## src/rtl/riscv_trace_pkg.sv

```systemverilog
// Shared types for the retire trace path: one formatted retire event per FIFO entry.
package riscv_trace_pkg;

  localparam int XLEN        = 32;
  localparam int REG_ADDR_W  = 5;
  localparam int TRACE_SEQ_W = 16;

  typedef struct packed {
    logic [XLEN-1:0]        pc;
    logic [XLEN-1:0]        instr;
    logic [REG_ADDR_W-1:0]  rd;
    logic                   we;
    logic [XLEN-1:0]        wdata;
    logic [TRACE_SEQ_W-1:0] seq;
  } trace_entry_t;

  // Writes to x0 are architecturally invisible, so they are traced as no-write with zero data.
  function automatic trace_entry_t format_entry(
    input logic [XLEN-1:0]        pc,
    input logic [XLEN-1:0]        instr,
    input logic [REG_ADDR_W-1:0]  rd,
    input logic                   reg_write,
    input logic [XLEN-1:0]        wdata,
    input logic [TRACE_SEQ_W-1:0] seq
  );
    trace_entry_t e;
    e.pc    = pc;
    e.instr = instr;
    e.rd    = rd;
    e.we    = reg_write && (rd != '0);
    e.wdata = (rd == '0) ? '0 : wdata;
    e.seq   = seq;
    return e;
  endfunction

endpackage

```

## src/rtl/retire_trace_buffer_fifo.sv

```systemverilog
// Generic single-clock FIFO of trace entries; pointers carry one extra wrap bit.
module trace_sync_fifo
  import riscv_trace_pkg::*;
#(
  parameter int DEPTH = 16
) (
  input  logic                       clk,
  input  logic                       rst,
  input  logic                       flush,
  input  logic                       push,
  input  logic                       pop,
  input  trace_entry_t               wdata,
  output trace_entry_t               rdata,
  output logic                       full,
  output logic                       empty,
  output logic [$clog2(DEPTH):0]     count
);

  localparam int IDX_W = $clog2(DEPTH);
  localparam int PTR_W = IDX_W + 1;

  trace_entry_t       mem_q [DEPTH];
  logic [PTR_W-1:0]   wr_ptr_q, wr_ptr_d;
  logic [PTR_W-1:0]   rd_ptr_q, rd_ptr_d;
  logic               do_push, do_pop;

  assign empty   = (wr_ptr_q == rd_ptr_q);
  assign full    = (wr_ptr_q[IDX_W] != rd_ptr_q[IDX_W]) &&
                   (wr_ptr_q[IDX_W-1:0] == rd_ptr_q[IDX_W-1:0]);
  assign count   = wr_ptr_q - rd_ptr_q;
  assign do_pop  = pop && !empty;
  assign do_push = push && (!full || do_pop);
  assign rdata   = mem_q[rd_ptr_q[IDX_W-1:0]];

  // NOTE: every variable gets a default first so no path leaves it unassigned (no latch).
  always_comb begin
    wr_ptr_d = wr_ptr_q;
    rd_ptr_d = rd_ptr_q;
    if (flush) begin
      wr_ptr_d = '0;
      rd_ptr_d = '0;
    end else begin
      if (do_push) wr_ptr_d = wr_ptr_q + PTR_W'(1);
      if (do_pop)  rd_ptr_d = rd_ptr_q + PTR_W'(1);
    end
  end

  // NOTE: state uses non-blocking assignments so every flop samples pre-edge values.
  always_ff @(posedge clk) begin
    if (rst) begin
      wr_ptr_q <= '0;
      rd_ptr_q <= '0;
    end else begin
      wr_ptr_q <= wr_ptr_d;
      rd_ptr_q <= rd_ptr_d;
    end
  end

  // NOTE: storage is deliberately not reset; the pointers alone define which slots are valid.
  always_ff @(posedge clk) begin
    if (do_push && !flush) mem_q[wr_ptr_q[IDX_W-1:0]] <= wdata;
  end

endmodule

```

## src/rtl/retire_trace_buffer.sv

```systemverilog
// Retire trace buffer: formats writeback events, sequences them, and streams them out via a FIFO.
module retire_trace_buffer
  import riscv_trace_pkg::*;
#(
  parameter int DEPTH        = 16,
  parameter int STALL_MARGIN = 2,
  parameter int SEQ_W        = TRACE_SEQ_W,
  parameter int DROP_W       = 8
) (
  input  logic                    clk,
  input  logic                    rst,
  input  logic                    wb_valid,
  input  logic [XLEN-1:0]         wb_pc,
  input  logic [XLEN-1:0]         wb_instr,
  input  logic [REG_ADDR_W-1:0]   wb_rd,
  input  logic                    wb_reg_write,
  input  logic [XLEN-1:0]         wb_wdata,
  input  logic                    clear,
  output logic                    trace_valid,
  input  logic                    trace_ready,
  output logic [XLEN-1:0]         trace_pc,
  output logic [XLEN-1:0]         trace_instr,
  output logic [REG_ADDR_W-1:0]   trace_rd,
  output logic                    trace_we,
  output logic [XLEN-1:0]         trace_wdata,
  output logic [SEQ_W-1:0]        trace_seq,
  output logic [$clog2(DEPTH):0]  count,
  output logic                    stall_req,
  output logic                    overflow,
  output logic [DROP_W-1:0]       drop_count
);

  localparam int CNT_W = $clog2(DEPTH) + 1;

  trace_entry_t      wr_entry, head_entry;
  logic              fifo_full, fifo_empty;
  logic [CNT_W-1:0]  fifo_count, count_next;
  logic              pop, push, drop;

  logic [SEQ_W-1:0]  seq_next_q, seq_next_d;
  logic              overflow_q, overflow_d;
  logic [DROP_W-1:0] drop_count_q, drop_count_d;
  logic              stall_req_q, stall_req_d;

  assign pop  = !fifo_empty && trace_ready;
  assign push = wb_valid && !clear && (!fifo_full || pop);
  assign drop = wb_valid && !clear && fifo_full && !pop;

  assign wr_entry = format_entry(wb_pc, wb_instr, wb_rd, wb_reg_write, wb_wdata,
                                 TRACE_SEQ_W'(seq_next_q));

  trace_sync_fifo #(.DEPTH(DEPTH)) u_fifo (
    .clk   (clk),
    .rst   (rst),
    .flush (clear),
    .push  (push),
    .pop   (pop),
    .wdata (wr_entry),
    .rdata (head_entry),
    .full  (fifo_full),
    .empty (fifo_empty),
    .count (fifo_count)
  );

  always_comb begin
    seq_next_d   = wb_valid ? seq_next_q + SEQ_W'(1) : seq_next_q;
    overflow_d   = overflow_q;
    drop_count_d = drop_count_q;
    count_next   = fifo_count + CNT_W'(push) - CNT_W'(pop);
    if (clear) begin
      overflow_d   = 1'b0;
      drop_count_d = '0;
      count_next   = '0;
    end else if (drop) begin
      overflow_d = 1'b1;
      if (drop_count_q != '1) drop_count_d = drop_count_q + DROP_W'(1);
    end
    // Registered so the hazard unit sees a clean flop output; the margin covers its latency.
    stall_req_d = (count_next >= CNT_W'(DEPTH - STALL_MARGIN));
  end

  always_ff @(posedge clk) begin
    if (rst) begin
      seq_next_q   <= '0;
      overflow_q   <= 1'b0;
      drop_count_q <= '0;
      stall_req_q  <= 1'b0;
    end else begin
      seq_next_q   <= seq_next_d;
      overflow_q   <= overflow_d;
      drop_count_q <= drop_count_d;
      stall_req_q  <= stall_req_d;
    end
  end

  assign trace_valid = !fifo_empty;
  assign trace_pc    = trace_valid ? head_entry.pc    : '0;
  assign trace_instr = trace_valid ? head_entry.instr : '0;
  assign trace_rd    = trace_valid ? head_entry.rd    : '0;
  assign trace_we    = trace_valid ? head_entry.we    : 1'b0;
  assign trace_wdata = trace_valid ? head_entry.wdata : '0;
  assign trace_seq   = trace_valid ? SEQ_W'(head_entry.seq) : '0;
  assign count       = fifo_count;
  assign stall_req   = stall_req_q;
  assign overflow    = overflow_q;
  assign drop_count  = drop_count_q;

endmodule

```

## config.mk

```make
export PLATFORM = sky130hd
export DESIGN_NAME = retire_trace_buffer
export DESIGN_NICKNAME = d
export VERILOG_FILES = /design/src/rtl/riscv_trace_pkg.sv /design/src/rtl/retire_trace_buffer_fifo.sv /design/src/rtl/retire_trace_buffer.sv
export SDC_FILE = /design/constraint.sdc
export NUM_CORES = 1
export LEC_CHECK = 0
export BUFFER_PORTS_ARGS = -buffer_cell sky130_fd_sc_hd__clkbuf_2
export CORE_ASPECT_RATIO = 0.75
export CORE_MARGIN = 2
export CORE_UTILIZATION = 49
export DETAILED_ROUTE_END_ITERATION = 12
export PLACE_DENSITY = 0.65
export SYNTH_ARGS = -nofsm -noshare
export SYNTH_HDL_FRONTEND = slang
export SYNTH_SLANG_ARGS = --single-unit
```

## constraint.sdc

```tcl
create_clock -name clk -period 15.2 [get_ports clk]
set_input_delay 2.28 -clock clk [delete_from_list [all_inputs] [get_ports clk]]
set_output_delay 2.28 -clock clk [all_outputs]
set_load 0.02 [all_outputs]
```

# After elaboration in Yosys (flattened, before gate mapping)
# Memories as Yosys holds them, arrays and structs flattened. A register that Yosys moved wholly into a read port is not among the register bits.
# Index checks and enable logic that the tools add are counted.
[word_totals] ff_bits=36 ram_bits=1888 input_bits=107 out_inout_bits=134 wordCells=51 mem_count=1
[mem_list] name="u_fifo.mem_q" depth=16 word_bits=118 read_ports=1 rd_ports_with_merged_regs=1 write_ports=1 line="retire_trace_buffer_fifo.sv:22" source="trace_entry_t mem_q [DEPTH];"
[classes] add_sub_neg=7 order_cmp=1 n_eq_ne=4 mux=12 reduce_logical=20
[op_table] op="two-way mux 32 bit" n=4
[op_table] op="adder 16 x 1 -> 16 bit (second input constant)" n=1
[op_table] op="two-way mux 16 bit" n=1
[op_table] op="adder 5 x 1 -> 5 bit (second input constant)" n=2
[op_table] op="logical AND 1 bit" n=10
[op_table] op="two-way mux 5 bit" n=2
[op_table] op="adder 8 x 1 -> 8 bit (second input constant)" n=1
[op_table] op="two-way mux 4 bit" n=2
[op_table] op="inequality test 8 bit (second input constant)" n=1
[op_table] op="adder 5 x 1 -> 5 bit" n=1
[op_table] op="equality test 5 bit" n=1
[op_table] op=">= comparator 5 x 4 -> 1 bit (second input constant)" n=1
[op_table] op="zero test 5 bit" n=1
[op_table] op="nonzero test 5 bit" n=1
[op_table] op="subtractor 5 x 1 -> 5 bit" n=1
[op_table] op="subtractor 5 bit" n=1
[op_table] op="equality test 4 bit" n=1
[op_table] op="zero test 1 bit" n=4
[op_table] op="two-way mux 1 bit" n=3
[op_table] op="logical OR 1 bit" n=2
[op_table] op="AND reduction 2 bit" n=1
[op_table] op="OR reduction 2 bit" n=1
[op_table] op="inequality test 1 bit" n=1

# Depth between registers and ports, before layout
[logic_depth] ltp_word=9 mapped_depth=16 depth_no_buf=15

# Modules after synthesis
# A second synthesis with hierarchy kept.
[hier_totals] cells_unflattened=3313 hier_area_um2=73580.6
[by_module_without_submodules] mod="trace_sync_fifo" instances=1 cells_per_inst=2989 area_per_inst_um2=71233.3 seq_area_each_um2=56974.6
[by_module_without_submodules] mod="retire_trace_buffer" instances=1 cells_per_inst=324 area_per_inst_um2=2347.3 seq_area_each_um2=520.5

# Least setup slack after synthesis
# Ideal clock, no wire load.
[synth_timing] path_type="input to register" from="input port wb_valid" to="memory u_fifo.mem_q[0][0] (netlist bit), enable pin" setup_ps=740 t_arrival_ps=11262 required_time_ps=14460 slack_ps=3198 stages=5 path_buffers=1 path_cell_list="clkbuf_1 > nand2b_1 > a31oi_1 > nand2_1 > nor3_1"
[synth_between] elab_chain_cells=6
[synth_rtl] item="start: declaration" line="retire_trace_buffer.sv:12" source="input logic wb_valid,"
[synth_rtl] item="logical AND 1 bit (2 in a row)" line="retire_trace_buffer.sv:46" source="assign push = wb_valid && !clear && (!fifo_full || pop);"
[synth_rtl] item="logical AND 1 bit" line="retire_trace_buffer_fifo.sv:32" source="assign do_push = push && (!full || do_pop);"
[synth_rtl] item="logical AND 1 bit" line="retire_trace_buffer_fifo.sv:61" source="if (do_push && !flush) mem_q[wr_ptr_q[IDX_W-1:0]] <= wdata;"
[synth_rtl] item="two-way mux 1 bit" line="retire_trace_buffer_fifo.sv:61"
[synth_rtl] item="two-way mux 1 bit (not written as such)" line="retire_trace_buffer_fifo.sv:61"
[synth_rtl] item="end: declaration" line="retire_trace_buffer_fifo.sv:22"
# Every way passes these cells.

==> results.md <==
- Area Growth Syn to Fin: 12.79%
- DRT antenna net count: 0
- Layout cell share with drive strength beyond 1: 0.3332
- WP data required: 12.92 ns
- Vias in the first global route: 35230
- Nets: about 3500
- Startpoint Class: register
- CP Max Fanout: 51
- Worst Setup End Kind: primary output
- Row cnt: 123
- Combinational Power Share: 0.021
- Worst Hold Class: register to register
- Synth top area share: 0.7685
- R2r worst-path depth: 7
- Pin count of the biggest net entering global routing: 174
- Slew Viols, Final: 0
- Worst Path Arrival: 5.65 ns
- Setup repair bufs after CTS: 0
- Clk_lat worst skew: 0.80 ns
- Fin worst setup slack: 7.272 ns
- Syn nets: roughly 3200
- Area contributors post-synth: edfxtp_1, mux4_2, dfxtp_1
- Setup Skew: 0.02513 ns
- DP HPWL: around 82 mm
- Post-Syn Area: 73780 um2
- Routed len/inst: 30.28 um
- Dpl cell area: slightly below 80000 um2
- CTS tree: yes
- Count of state elements after synthesis: 1928
- Cell taking the most area after synthesis: edfxtp_1
- Clock network power share: 0.421
- Setup TNS: 0 ns
- Antenna violations before repair: 16
- Final Non-Filler Cells: 5521
- CTS Buf Count: 180
- Syn Area/Cell: approximately 24 um2
- Clk sink count: roughly 1900
- Total power draw: 10490 uW
- Cells after Synth: between 3000 and 4000
- Pre-CTS WS: slightly below 8 ns
- Cell area after layout: 83210 um2
- Residual DRC: 0
- First-pass GRT wire length: between 200 and 250 mm
- Area occupied by multi-input gates: 15600 um2
- Rel. slew slack: 0.1873
- Maximum clock frequency: 0.1261 GHz
- EDFF count, synth: between 1500 and 2000
- Primary FF master, synth: edfxtp_1
- CTS resizes: 0
- Initial DRC Count: 3577
- Reg2reg start: u_fifo.wr_ptr_q[2]
- Status: complete, no violations
- Setup Crit Path Kind: register to primary output
- PwrDens: 126.0 nW/um2
- CORE AREA: 149700 um2
- Fill count: ~11000
- Setup Viol. Count Final: 0
- Worst-path clk slew: roughly 0.06 ns
- Drt total wl: 167.2 mm
- Die extent in y: approximately 340 um
- Drt first pass iters: 6
- Part of the power in registers: 0.558
- Internal: 8418 uW
- GP Congestion: 0.7325
- Most frequent cells in the layout: edfxtp_1, mux4_2, clkbuf_2
- Root Driver: clkbuf_16
- R2r endpoint: u_fifo.mem_q[8][69]
- Register area: between 50000 and 60000 um2
- Die X: 452.1 um
- Period Utilization, post-route: 0.5216
- Via density per instance: 6.023
- Dpl cells: 5180
- GRT Resource Usage Total: 0.2189
- Vias: 33250
- Post-synthesis sequential area ratio: 0.7793
- Maximum vdd drop: 0.1154 mV
- Post-CTS Hold Buffers: 0
- Commonest non-fill, non-tap cell in the layout: edfxtp_1
- Hold Fails Final Rpt: 0
- Synth cell types: 38
- CP endpoint: trace_pc[25]
- Asr flop ratio synth: 0
- Post-layout minimum cycle time: 7.928 ns
- I/O pins: 241
- Synth warn: 0
- Die Area: 153700 um2
- RSZ-0062 raised after global routing: false
- Leak: 0.02565 uW
- Initial Util: 0.4927
- H-tree depth: 4
- Net switching power: approximately 2100 uW
- Clk buf depth: 3
- Gr ovfl total: 0
- Sw Share: 0.1973
- R2R setup slack: 10.58 ns
- PortBufs: 240
- Max Cap Violations: 0
- Worst Max-Slew Pin Slew: between 1 and 1.5 ns
## power by group through the flow
stage | clock [uW] | sequential, uW | combinational [uW]
after floorplan | 0 | 5970 | 115
after global placement | 0 | 5960 | 209
after detailed placement | 0 | 5970 | 221
after CTS | 4510 | 5850 | 221
after global routing | 4710 | 5850 | 237
final | 4420 | 5850 | 217
## metrics by stage
stage                     utilization  hold WS [ns]
after floorplan                     -        0.5291
after global placement         0.5171        0.4559
after detailed placement       0.5171        0.4712
after CTS                      0.5556        0.4864
after global routing           0.5557        0.5118
final                          0.5557        0.4823
## flip-flops by register name, indices dropped and copies added (netlist names), named ones only
register,flops
drop_count,8
overflow,1
seq_next_q,16
stall_req,1
u_fifo.mem_q,1888
u_fifo.rd_ptr_q,5
u_fifo.wr_ptr_q,5
## cells by family after synthesis
family	Yosys count	synth area share
mux	592	0.1804
xor+xnor	33	0.004104
buf+inv	176	0.01087
compound gates	24	0.001916
fa+ha+maj	18	0.003256
flops	1928	0.7793
simple gates	263	0.02015
## worst min-delay path by stage
stage	startpoint	slack, ns	end	cells past startpoint
after floorplan	u_fifo.rd_ptr_q[2]	0.53	u_fifo.rd_ptr_q[4]	3
after global placement	overflow	0.46	overflow	2
after detailed placement	overflow	0.47	overflow	2
after CTS	overflow	0.49	overflow	2
after global routing	overflow	0.51	overflow	2
final	overflow	0.48	overflow	2
## cell usage after synthesis, types with 4 or more instances
cell      count
a21oi_1      12
and2_1      121
and3_1        4
buf_2        50
buf_6        10
clkbuf_1     94
dfxtp_1      40
edfxtp_1   1888
ha_1         16
inv_1        20
mux4_2      590
nand2_1      17
nand3_1       9
nand4_1       8
nor2_1       49
nor2b_1      33
nor3_1        8
o21ai_0       4
xnor2_1      16
xor2_1       16
## critical path: stages (launching register included)
cell and delay (ns):
dfxtp_4 0.64, buf_4 0.76, buf_4 0.88, buf_4 0.89, mux4_2 0.61, mux4_2 0.47, and2_1 0.21, clkbuf_2 0.17
## final cells by class
cell class,count,area share
multi-input cells,930,0.1875
flip-flops and latches,1928,0.6912
clock buffers,220,0.05708
well taps,2000,0.03007
clock inverters,114,0.01212
diodes,7,0.0002105
repair buffers,302,0.02093
inverters,20,0.0009022
## metal layers
metal	vias to the layer above	track usage	wire length [um]
li1	13620	-	-
met4	10	0.06745	4512
met1	18180	0.2937	67090
met2	1181	0.3642	84820
met5	-	0	78
met3	260	0.04503	10700
Note: power is estimated with default switching activity, not from simulation.
